### src/rtl/mem_port_arbiter_pkg.sv
// Shared encodings for the fetch/data memory port arbiter.
// State and owner codes are fixed because the core decodes `owner` directly.
package mem_port_arbiter_pkg;

    typedef enum logic [1:0] {
        ST_IDLE  = 2'd0,
        ST_FETCH = 2'd1,
        ST_DATA  = 2'd2,
        ST_RESP  = 2'd3
    } arb_state_e;

    typedef enum logic [1:0] {
        OWN_NONE  = 2'd0,
        OWN_FETCH = 2'd1,
        OWN_DATA  = 2'd2
    } owner_e;

    localparam int STREAK_W = 4;

    // The memory returns a doubleword; byte address bit 2 picks the instruction word.
    function automatic logic [31:0] fetch_half(input logic [63:0] dw, input logic hi);
        return hi ? dw[63:32] : dw[31:0];
    endfunction

endpackage

### src/rtl/mem_arb_pick.sv
// Data-first priority pick with a saturating streak counter that bounds how
// long fetch can be starved by back-to-back data grants.
module mem_arb_pick
    import mem_port_arbiter_pkg::*;
#(
    parameter int STARVE_LIMIT = 4
) (
    input  logic clk,
    input  logic reset,
    input  logic arb_en_i,
    input  logic if_req_i,
    input  logic d_req_i,
    output logic grant_f_o,
    output logic grant_d_o
);

    localparam logic [STREAK_W-1:0] LIMIT = STREAK_W'(STARVE_LIMIT);

    logic [STREAK_W-1:0] streak_q, streak_d;

    always_comb begin
        grant_f_o = 1'b0;
        grant_d_o = 1'b0;
        streak_d  = streak_q;
        if (arb_en_i) begin
            if (if_req_i && d_req_i) begin
                if (streak_q < LIMIT) grant_d_o = 1'b1;
                else                  grant_f_o = 1'b1;
            end else if (d_req_i) begin
                grant_d_o = 1'b1;
            end else if (if_req_i) begin
                grant_f_o = 1'b1;
            end

            if (grant_d_o && if_req_i) begin
                if (streak_q != LIMIT) streak_d = streak_q + 1'b1;
            end else if (grant_f_o || !if_req_i) begin
                streak_d = '0;
            end
        end
    end

    always_ff @(posedge clk) begin
        if (reset) streak_q <= '0;
        else       streak_q <= streak_d;
    end

endmodule

### src/rtl/mem_port_arbiter.sv
// Shares one variable-latency memory between the fetch and data ports.
// state | meaning: IDLE arbitrate, FETCH/DATA mem_req held until ack, RESP ready pulse then IDLE.
module mem_port_arbiter
    import mem_port_arbiter_pkg::*;
#(
    parameter int STARVE_LIMIT = 4
) (
    input  logic        clk,
    input  logic        reset,
    input  logic        if_req,
    input  logic [63:0] if_addr,
    output logic        if_ready,
    output logic [31:0] if_rdata,
    input  logic        d_req,
    input  logic        d_we,
    input  logic [63:0] d_addr,
    input  logic [63:0] d_wdata,
    output logic        d_ready,
    output logic [63:0] d_rdata,
    output logic        mem_req,
    output logic        mem_we,
    output logic [63:0] mem_addr,
    output logic [63:0] mem_wdata,
    input  logic        mem_ack,
    input  logic [63:0] mem_rdata,
    output logic [1:0]  owner
);

    arb_state_e  state_q;
    logic [1:0]  owner_q;
    logic        mem_req_q, mem_we_q;
    logic [63:0] mem_addr_q, mem_wdata_q;
    logic        if_ready_q, d_ready_q;
    logic [31:0] if_rdata_q;
    logic [63:0] d_rdata_q;
    logic        grant_f, grant_d;

    mem_arb_pick #(.STARVE_LIMIT(STARVE_LIMIT)) u_pick (
        .clk       (clk),
        .reset     (reset),
        .arb_en_i  (state_q == ST_IDLE),
        .if_req_i  (if_req),
        .d_req_i   (d_req),
        .grant_f_o (grant_f),
        .grant_d_o (grant_d)
    );

    always_ff @(posedge clk) begin
        if (reset) begin
            state_q     <= ST_IDLE;
            owner_q     <= OWN_NONE;
            mem_req_q   <= 1'b0;
            mem_we_q    <= 1'b0;
            mem_addr_q  <= '0;
            mem_wdata_q <= '0;
            if_ready_q  <= 1'b0;
            if_rdata_q  <= '0;
            d_ready_q   <= 1'b0;
            d_rdata_q   <= '0;
        end else begin
            if_ready_q <= 1'b0;
            d_ready_q  <= 1'b0;
            case (state_q)
                ST_IDLE: begin
                    if (grant_f) begin
                        state_q     <= ST_FETCH;
                        owner_q     <= OWN_FETCH;
                        mem_req_q   <= 1'b1;
                        mem_we_q    <= 1'b0;
                        mem_addr_q  <= if_addr;
                        mem_wdata_q <= '0;
                    end else if (grant_d) begin
                        state_q     <= ST_DATA;
                        owner_q     <= OWN_DATA;
                        mem_req_q   <= 1'b1;
                        mem_we_q    <= d_we;
                        mem_addr_q  <= d_addr;
                        mem_wdata_q <= d_wdata;
                    end
                end
                ST_FETCH: begin
                    if (mem_ack) begin
                        state_q   <= ST_RESP;
                        mem_req_q <= 1'b0;
                        // A dropped if_req means the fetch was flushed; finish silently.
                        if (if_req) begin
                            if_ready_q <= 1'b1;
                            if_rdata_q <= fetch_half(mem_rdata, mem_addr_q[2]);
                        end
                    end
                end
                ST_DATA: begin
                    if (mem_ack) begin
                        state_q   <= ST_RESP;
                        mem_req_q <= 1'b0;
                        d_ready_q <= 1'b1;
                        d_rdata_q <= mem_we_q ? '0 : mem_rdata;
                    end
                end
                ST_RESP: begin
                    state_q <= ST_IDLE;
                    owner_q <= OWN_NONE;
                end
                default: state_q <= ST_IDLE;
            endcase
        end
    end

    assign if_ready  = if_ready_q;
    assign if_rdata  = if_rdata_q;
    assign d_ready   = d_ready_q;
    assign d_rdata   = d_rdata_q;
    assign mem_req   = mem_req_q;
    assign mem_we    = mem_we_q;
    assign mem_addr  = mem_addr_q;
    assign mem_wdata = mem_wdata_q;
    assign owner     = owner_q;

endmodule
### config.mk
export PLATFORM = sky130hd
export DESIGN_NAME = mem_port_arbiter
export DESIGN_NICKNAME = d
export VERILOG_FILES = /design/src/rtl/mem_port_arbiter_pkg.sv /design/src/rtl/mem_arb_pick.sv /design/src/rtl/mem_port_arbiter.sv
export SDC_FILE = /design/constraint.sdc
export NUM_CORES = 1
export LEC_CHECK = 0
export CAP_MARGIN = 20
export CORE_AREA = 2 2 190 192
export DETAILED_ROUTE_END_ITERATION = 8
export DIE_AREA = 0 0 192 194
export PLACE_DENSITY = 0.57
export SYNTH_ARGS = -nofsm -noshare
export SYNTH_HDL_FRONTEND = slang
export SYNTH_SLANG_ARGS = --single-unit
### constraint.sdc
create_clock -name clk -period 4.7 [get_ports clk]
set_input_delay 0.94 -clock clk [delete_from_list [all_inputs] [get_ports clk]]
set_output_delay 0.94 -clock clk [all_outputs]
set_load 0.02 [all_outputs]
==> results of run 1 <==
[layout make-up]
class / count / area [sq um]
Clock buffer: 40 / 857
Clock inverter: 12 / 141
Fill cell: 3454 / 19800
Inverter: 5 / 18.8
Multi-Input combinational cell: 664 / 3990
Sequential cell: 236 / 4730
Tap cell: 461 / 577
Timing Repair Buffer: 508 / 5090
[through the flow]
| step | std cells | setup WS, ns | util |
|---|---|---|---|
| after floorplan | 998 | 2.46 | - |
| after global placement | 1874 | 1.44 | 0.409 |
| after detailed placement | 1874 | 1.36 | 0.409 |
| after CTS | 1926 | 1.59 | 0.437 |
| after global routing | 1926 | 1.56 | 0.437 |
| final | 1926 | 1.66 | 0.437 |
[placed cells by master, fill, tap and decap left out, types with 2 or more instances in the layout]
cell type,n
clkbuf_16,29
buf_12,4
clkdlybuf4s50_1,490
mux2i_1,33
dfxtp_1,235
a21oi_4,3
nor2_1,104
a22oi_1,2
nand3_1,65
nor2b_1,2
a21oi_1,4
nand2_1,133
o21ai_0,28
buf_4,14
clkbuf_1,2
a311oi_1,65
a211oi_1,32
inv_1,5
clkinv_2,7
nand2b_1,65
a22o_1,65
ha_1,7
bufinv_16,3
o21ai_1,39
clkbuf_8,9
nor3b_1,3
[synth_stat cells]
cell type  number
buf_1          14
nand3_1        65
a21oi_1         6
ha_1            7
nor2_1        104
a211oi_1       32
nor4b_1         1
inv_1           5
buf_2          25
mux2i_1        33
a22oi_1         2
or2_2           1
nand2b_1       65
and2_1          1
nor2b_1         2
a311oi_1       65
dfxtp_1       236
o31ai_1         1
clkbuf_1       50
or3b_4          1
buf_6           1
nand3_2         1
buf_4           3
a41oi_1         1
o21ai_0        28
nor3b_1         3
a21oi_4         1
a2111o_1        1
o21ai_1        39
and3_4          1
nor3_1          2
nand2_1       133
a22o_1         65
and3_1          1
o2bb2ai_1       1
a221oi_1        1
[flip-flops by register name, indices dropped and copies added, names as in the netlist]
signal and count:
state_q 2, u_pick.streak_q 4, d_rdata 64, if_rdata 32
if_ready 1, mem_req 1, d_ready 1, mem_we 1
mem_addr 64, mem_wdata 64, owner 2
[kinds of logic (layout without fill, tap and decap cells)]
family                   Yosys count  in the layout  share of synthesized area
AO/OA/AOI/OAI                    243            243                      0.200
adder cells (fa/ha/maj)            7              7                    0.00962
buffers and inverters             98            565                     0.0459
flip-flops                       236            236                      0.519
multiplexers                      33             33                     0.0363
AND/OR/NAND/NOR                  381            381                      0.190
[worst max-delay path: cells and delay by family (launching register included)]
kind | cells | cell delay (ns)
DFF | 1 | 0.31
buffers and inverters | 2 | 1.22
[report_power, final]
group / total [mW] / switching (mW) / leakage [nW] / internal, mW
Clock: 2.30 / 0.877 / 0.498 / 1.43
Sequential: 2.80 / 0.283 / 1.93 / 2.52
Combinational: 3.62 / 2.01 / 3.18 / 1.62
Total: 8.73 / 3.17 / 5.62 / 5.56
[path summary, 6_finish.rpt]
kind                         startpoint                         end  depth (start not counted)
min reg2reg  mem_wdata[38]$_SDFFE_PP0P_  mem_wdata[38]$_SDFFE_PP0P_                          2
max            mem_addr[2]$_SDFFE_PP0P_                 mem_addr[2]                          2
min          mem_wdata[38]$_SDFFE_PP0P_  mem_wdata[38]$_SDFFE_PP0P_                          2
max reg2reg     state_q[0]$_SDFFE_PP0P_         mem_we$_SDFFE_PP0P_                          7
[metal layers]
metal	GRT usage	wire length, um	vias to the layer above
met4	0.0444	682	0
met3	0.0664	3590	46
li1	-	-	4438
met1	0.207	14000	4075
met2	0.289	15800	346
met5	0	0	-
==> out/results.ini, run 1 <==
[power]
power_density_nw_per_um2 = 567
p_leak_nw = 5.62
totalPowerFinal_mw = 8.73
ir_worst_vdd_uv = 296

[floorplanning]
ios = 492
rows = 69
core-area_sq_um = 35200
die-area_sq_um = 37200
die_w_um = 192
die_y_um = 194
initial_core_util = 0.259

[global_routing]
grt_max_degree = 103
grt_pass1_wl_mm = 51.2
overflow = 0
track_usage = 0.173
grt_pass1_vias = 8726
antenna_found_initial = 0

[placement]
dpl_cell_area_sq_um = 14400
routabilityCongestion = 0.784
place_hpwl_mm = 24.0
numPortBuffers = 491

[logic_synthesis]
ys_seq_area_frac = 0.519
ys_warn_count = 0
synthTopCellsByArea = dfxtp_1, a22o_1, a311oi_1
yosysUniqueCellTypes = 36
netlist.area_leader.share = 0.519
synthCells = 998
ys_seq_elements = 236
syn_area_sq_um = 9110
syn_area_per_cell_sq_um = 9.13
yosysTopAreaCell = dfxtp_1
synthesis.nets = 1267

[clock_network]
cts_max_path_buffers = 3
cts_tree = done
cts_root_buf = clkbuf_16
cts_setup_buffers = 0
cts-hold-fix-buffers = 0
clock_latency_ns = 0.54
cts_buffers = 28
htree_levels = 1
cts_num_sinks = 236
cts_resized = 0
clk_pin_slew_worst_paths_ns = 0.06

[critical_path]
critPathMaxStageDelay_ns = 0.73
worstSetupPathType = reg -> out
path_cells = buf_4 -> clkdlybuf4s50_1
endpoint_kind = output port
crit_path_max_fanout = 34
worst_path_max_delay_cell = clkdlybuf4s50_1
crit_arrival_ns = 2.10
r2r_slack_ns = 2.40
critPathLaunchType = register
crit_required_ns = 3.76

[finish]
num-nets-final = 1712
area_growth_pct = 69.1
fin_area_sq_um = 15400
diodes = 0
final_layout_size_suffix_gt1_frac = 0.0532

[detailed_routing]
avgViaCountPerCell = 4.62
drc = 0
routedWlPerCell_um = 17.7
vias = 8905
drtAntennaViolNets = 0
wl_mm = 34.1
drt-initial-drc-count = 368
drtPass1Iterations = 4

[job]
cap_violations = 0

[timing]
grt_setup_unrepaired = false
worst-slew-pin-transition_ns = 0.839
max_freq_ghz = 0.329
finalClockSkew_ns = 0.00888
slew_headroom = 0.440
drv_slew = 0
hold_violations = 0
fin_crit_ns = 3.04
tns_ns = 0
holdWs_ns = 0.464
setup-violations-final = 0
min_period_over_period = 0.647

[status]
outcome = complete, no violations

[min_path]
hold_path.class = reg -> reg

Note: power is estimated with default switching activity, not from simulation.
==> run 2: changes to the inputs <==
CORE_AREA = 2 2 191 193   (was 2 2 190 192)
DIE_AREA = 0 0 193 195   (was 0 0 192 194)
PLACE_DENSITY = 0.59   (was 0.57)
clock period = 2.66 ns   (was 4.7 ns; I/O delays follow)
==> out/results.ini, run 2 (synthesis results as in run 1) <==
[detailed_routing]
wl_mm = 34.2
drt-initial-drc-count = 353
drtAntennaViolNets = 0
drtPass1Iterations = 5
routedWlPerCell_um = 17.6
vias = 9012
drc = 0
avgViaCountPerCell = 4.64

[placement]
place_hpwl_mm = 24.8
numPortBuffers = 491
routabilityCongestion = 0.839

[timing]
drv_slew = 0
tns_ns = 0
hold_violations = 0
max_freq_ghz = 0.470
finalClockSkew_ns = 0.00827
setup-violations-final = 0
fin_crit_ns = 2.13
min_period_over_period = 0.799
worst-slew-pin-transition_ns = 0.787
slew_headroom = 0.475
grt_setup_unrepaired = false
holdWs_ns = 0.323

[finish]
num-nets-final = 1729
final_layout_size_suffix_gt1_frac = 0.0601
area_growth_pct = 70.9
fill_cells = 3478
diodes = 0
mostFrequentLayoutCell = clkdlybuf4s50_1
layout_common_cells = clkdlybuf4s50_1, dfxtp_1, nand2_1, nor2_1

[power]
p_sw_mw = 5.61
p_sw_frac = 0.367
ir_worst_vdd_uv = 532
power.share.sequential = 0.323
power_frac_comb = 0.434
p_leak_nw = 5.69
pwr-share-clk = 0.243
p_int_mw = 9.69
power_density_nw_per_um2 = 983

[global_routing]
met1_usage = 0.207
met3_usage = 0.0577
grt_pass1_wl_mm = 51.2
antenna_found_initial = 1
busiest_layer = met2
met2_usage = 0.282
grt_pass1_vias = 8919
grt_max_degree = 97
overflow = 0
track_usage = 0.171

[min_path]
hold_path.class = in -> reg
min_from = reset
whs_path_depth = 2
worstHoldEndpoint = state_q[1]$_SDFFE_PP0P_

[clock_network]
cts_num_sinks = 236
clk_pin_slew_worst_paths_ns = 0.06
htree_levels = 1
cts_root_buf = clkbuf_16
cts_buffers = 28
clock_latency_ns = 0.54
cts-hold-fix-buffers = 0
cts_tree = done
cts_setup_buffers = 0
cts_max_path_buffers = 3
cts_resized = 0

[critical_path]
critPathLaunchType = register
crit_path_max_fanout = 4
crit_required_ns = 2.13
endpoint_kind = output port
worstSetupPathType = reg -> out
r2r-start = state_q[0]$_SDFFE_PP0P_
critPathMaxStageDelay_ns = 0.67
worst_path_max_delay_cell = clkdlybuf4s50_1
crit_arrival_ns = 1.59
path_cells = clkdlybuf4s50_1
crit_family = buffers and inverters
ff2ff_path_depth = 6
crit_buf_inv = 1
reg2reg_to = mem_wdata[26]$_SDFFE_PP0P_
r2r_slack_ns = 0.62

[floorplanning]
die_w_um = 193
core-area_sq_um = 35400
die_y_um = 195
initial_core_util = 0.257
rows = 69
ios = 492
die-area_sq_um = 37600

[status]
outcome = complete, no violations

[job]
cap_violations = 0

==> run 2: changes by cell type in the layout (fill, tap and decap cells not counted) <==
| cell | delta |
|---|---|
| clkbuf_16 | -1 |
| buf_12 | +10 |
| clkbuf_1 | +6 |
| inv_6 | +1 |
| clkinv_8 | +1 |
| bufinv_16 | -3 |
| buf_4 | +7 |
| clkinv_2 | -4 |
==> run 2: cell type report <==
| type | count | area [sq um] | area share |
|---|---|---|---|
| repair buffers | 525 | 5340 | 0.343 |
| well taps | 461 | 577 | 0.0370 |
| flip-flops and latches | 236 | 4730 | 0.304 |
| clock buffers | 45 | 855 | 0.0549 |
| inverters | 5 | 18.8 | 0.00121 |
| clock inverters | 7 | 56.3 | 0.00362 |
| multi-input cells | 664 | 3990 | 0.257 |
==> run 2: through the flow <==
stage | setup WS, ns | utilization | area, sq um | instances | power (mW)
floorplan | 0.801 | - | 9110 | 998 | 8.54
global placement | 0.212 | 0.414 | 14700 | 1891 | 11.6
detailed placement | 0.150 | 0.414 | 14700 | 1891 | 11.7
CTS | 0.489 | 0.440 | 15600 | 1943 | 15.5
global route | 0.411 | 0.440 | 15600 | 1943 | 16.2
finish | 0.534 | 0.440 | 15600 | 1943 | 15.3
==> run 2: power groups by stage <==
| stage | clock network (mW) | logic (mW) | registers (mW) |
|---|---|---|---|
| finish | 3.72 | 6.64 | 4.94 |
| global placement | 0 | 6.62 | 4.97 |
| detailed placement | 0 | 6.67 | 5.00 |
| floorplan | 0 | 2.50 | 6.04 |
| CTS | 3.86 | 6.70 | 4.94 |
| global route | 4.01 | 7.16 | 5.05 |
==> run 2: worst max-delay path by stage <==
stage,from,to,cells past startpoint
final,mem_req$_SDFFE_PP0P_,mem_req,1
after floorplan,state_q[0]$_SDFFE_PP0P_,mem_addr[13]$_SDFFE_PP0P_,9
after CTS,mem_req$_SDFFE_PP0P_,mem_req,1
after global routing,state_q[0]$_SDFFE_PP0P_,mem_wdata[23]$_SDFFE_PP0P_,7
after global placement,d_req,mem_wdata[30]$_SDFFE_PP0P_,5
after detailed placement,d_req,mem_wdata[26]$_SDFFE_PP0P_,5
==> run 2: routing by layer <==
| metal | vias up | wire length (um) |
|---|---|---|
| met1 | 4134 | 13800 |
| met3 | 61 | 3380 |
| met5 | - | 0 |
| met4 | 0 | 1080 |
| met2 | 355 | 15900 |
| li1 | 4462 | - |
==> run 3: changes to the inputs <==
PLACE_DENSITY = 0.57   (was 0.59)
clock period = 2.1 ns   (was 2.66 ns; I/O delays follow)
==> out/results.ini, run 3 (synthesis results as in run 1) <==
[detailed_routing]
wl_mm = 34.3
drc = 0
drtPass1Iterations = 4
routedWlPerCell_um = 17.6
drtAntennaViolNets = 0
avgViaCountPerCell = 4.64
vias = 9044
drt-initial-drc-count = 338

[floorplanning]
die_y_um = 195
ios = 492
die-area_sq_um = 37600
rows = 69
core-area_sq_um = 35400
initial_core_util = 0.257
die_w_um = 193

[power]
totalPowerFinal_mw = 20.1
power_density_nw_per_um2 = 1280
p_leak_nw = 5.78
ir_worst_vdd_uv = 690

[timing]
max_freq_ghz = 0.496
drv_slew = 0
setup-violations-final = 0
grt_setup_unrepaired = false
slew_headroom = 0.564
fin_crit_ns = 2.02
finalClockSkew_ns = 0.00876
worst-slew-pin-transition_ns = 0.654
hold_violations = 0
min_period_over_period = 0.961

[critical_path]
worstSetupPathType = reg -> out
startpoint = mem_addr[39]$_SDFFE_PP0P_
r2r-start = state_q[0]$_SDFFE_PP0P_
critPathMaxStageDelay_ns = 0.67
crit_family = buffers and inverters
worst_path_max_delay_cell = clkdlybuf4s50_1
crit_arrival_ns = 1.60
critPathLaunchType = register
crit_buf_inv = 1
crit_required_ns = 1.68
path_cells = clkdlybuf4s50_1
endpoint_kind = output port
crit_path_max_fanout = 2

[finish]
utilization = 0.445
layout_common_cells = clkdlybuf4s50_1, dfxtp_1, nand2_1, nor2_1
fin_area_sq_um = 15800
num-nets-final = 1736
area_growth_pct = 73.0
fill_cells = 3437
stdcell_count = 1951
final_layout_size_suffix_gt1_frac = 0.0645
mostFrequentLayoutCell = clkdlybuf4s50_1

[clock_network]
clock_latency_ns = 0.54
htree_levels = 1
cts_tree = done
cts_buffers = 28
cts-hold-fix-buffers = 0
cts_num_sinks = 236
cts_root_buf = clkbuf_16
cts_max_path_buffers = 3
clk_pin_slew_worst_paths_ns = 0.06

[global_routing]
track_usage = 0.169
grt_pass1_vias = 8887
grt_max_degree = 73
antenna_found_initial = 1
grt_pass1_wl_mm = 50.7
overflow = 0

[min_path]
min_from = reset
hold_path.class = in -> reg

[placement]
place_hpwl_mm = 24.7
dp.cells = 1898
numPortBuffers = 491
dpl_cell_area_sq_um = 14800
routabilityCongestion = 0.814

[job]
cap_violations = 0

[status]
outcome = complete, no violations

-- run 3: per-layer routing --
metal / vias up / wire, um / GRT usage
met4: 0 / 884 / 0.0469
met5: - / 0 / 0
met1: 4173 / 13800 / 0.200
met3: 47 / 3330 / 0.0624
li1: 4482 / - / -
met2: 342 / 16300 / 0.287
-- run 3: final timing paths --
| kind | slack [ns] | end | depth (start not counted) |
|---|---|---|---|
| max reg2reg | 0.25 | mem_addr[51]$_SDFFE_PP0P_ | 8 |
| min reg2reg | 0.46 | owner[1]$_SDFFE_PP0P_ | 1 |
| min | 0.28 | u_pick.streak_q[2]$_SDFFE_PP0P_ | 2 |
| max | 0.08 | mem_addr[39] | 1 |
-- run 3: power by group --
part	switching [mW]	total, mW	internal [mW]
combinational	4.67	8.89	4.22
clock	1.95	4.95	3.00
sequential	0.635	6.28	5.64
-- run 3: layout make-up --
cell class              count  area, sq um  area share
well taps                 461          577      0.0366
clock inverters            11          130     0.00826
diodes                      1         2.50    0.000159
flip-flops and latches    236         4730       0.300
inverters                   5         18.8     0.00119
repair buffers            532         5510       0.350
multi-input cells         664         4000       0.254
clock buffers              41          801      0.0508
-- run 3: through the flow --
| stage | setup slack (ns) | hold slack [ns] | setup TNS [ns] |
|---|---|---|---|
| after detailed placement | -0.258 | 0.454 | -23.64 |
| after global routing | 0.0231 | 0.259 | 0 |
| after floorplan | 0.241 | 0.465 | 0 |
| after global placement | -0.204 | 0.450 | -20.21 |
| final | 0.0829 | 0.282 | 0 |
| after CTS | 0.0387 | 0.256 | 0 |
-- run 3: repair_timing --
action	CTS	global route
buffers inserted	0	0
hold endpoints to repair	0	0
setup endpoints to repair	0	5
gates resized for setup	0	1
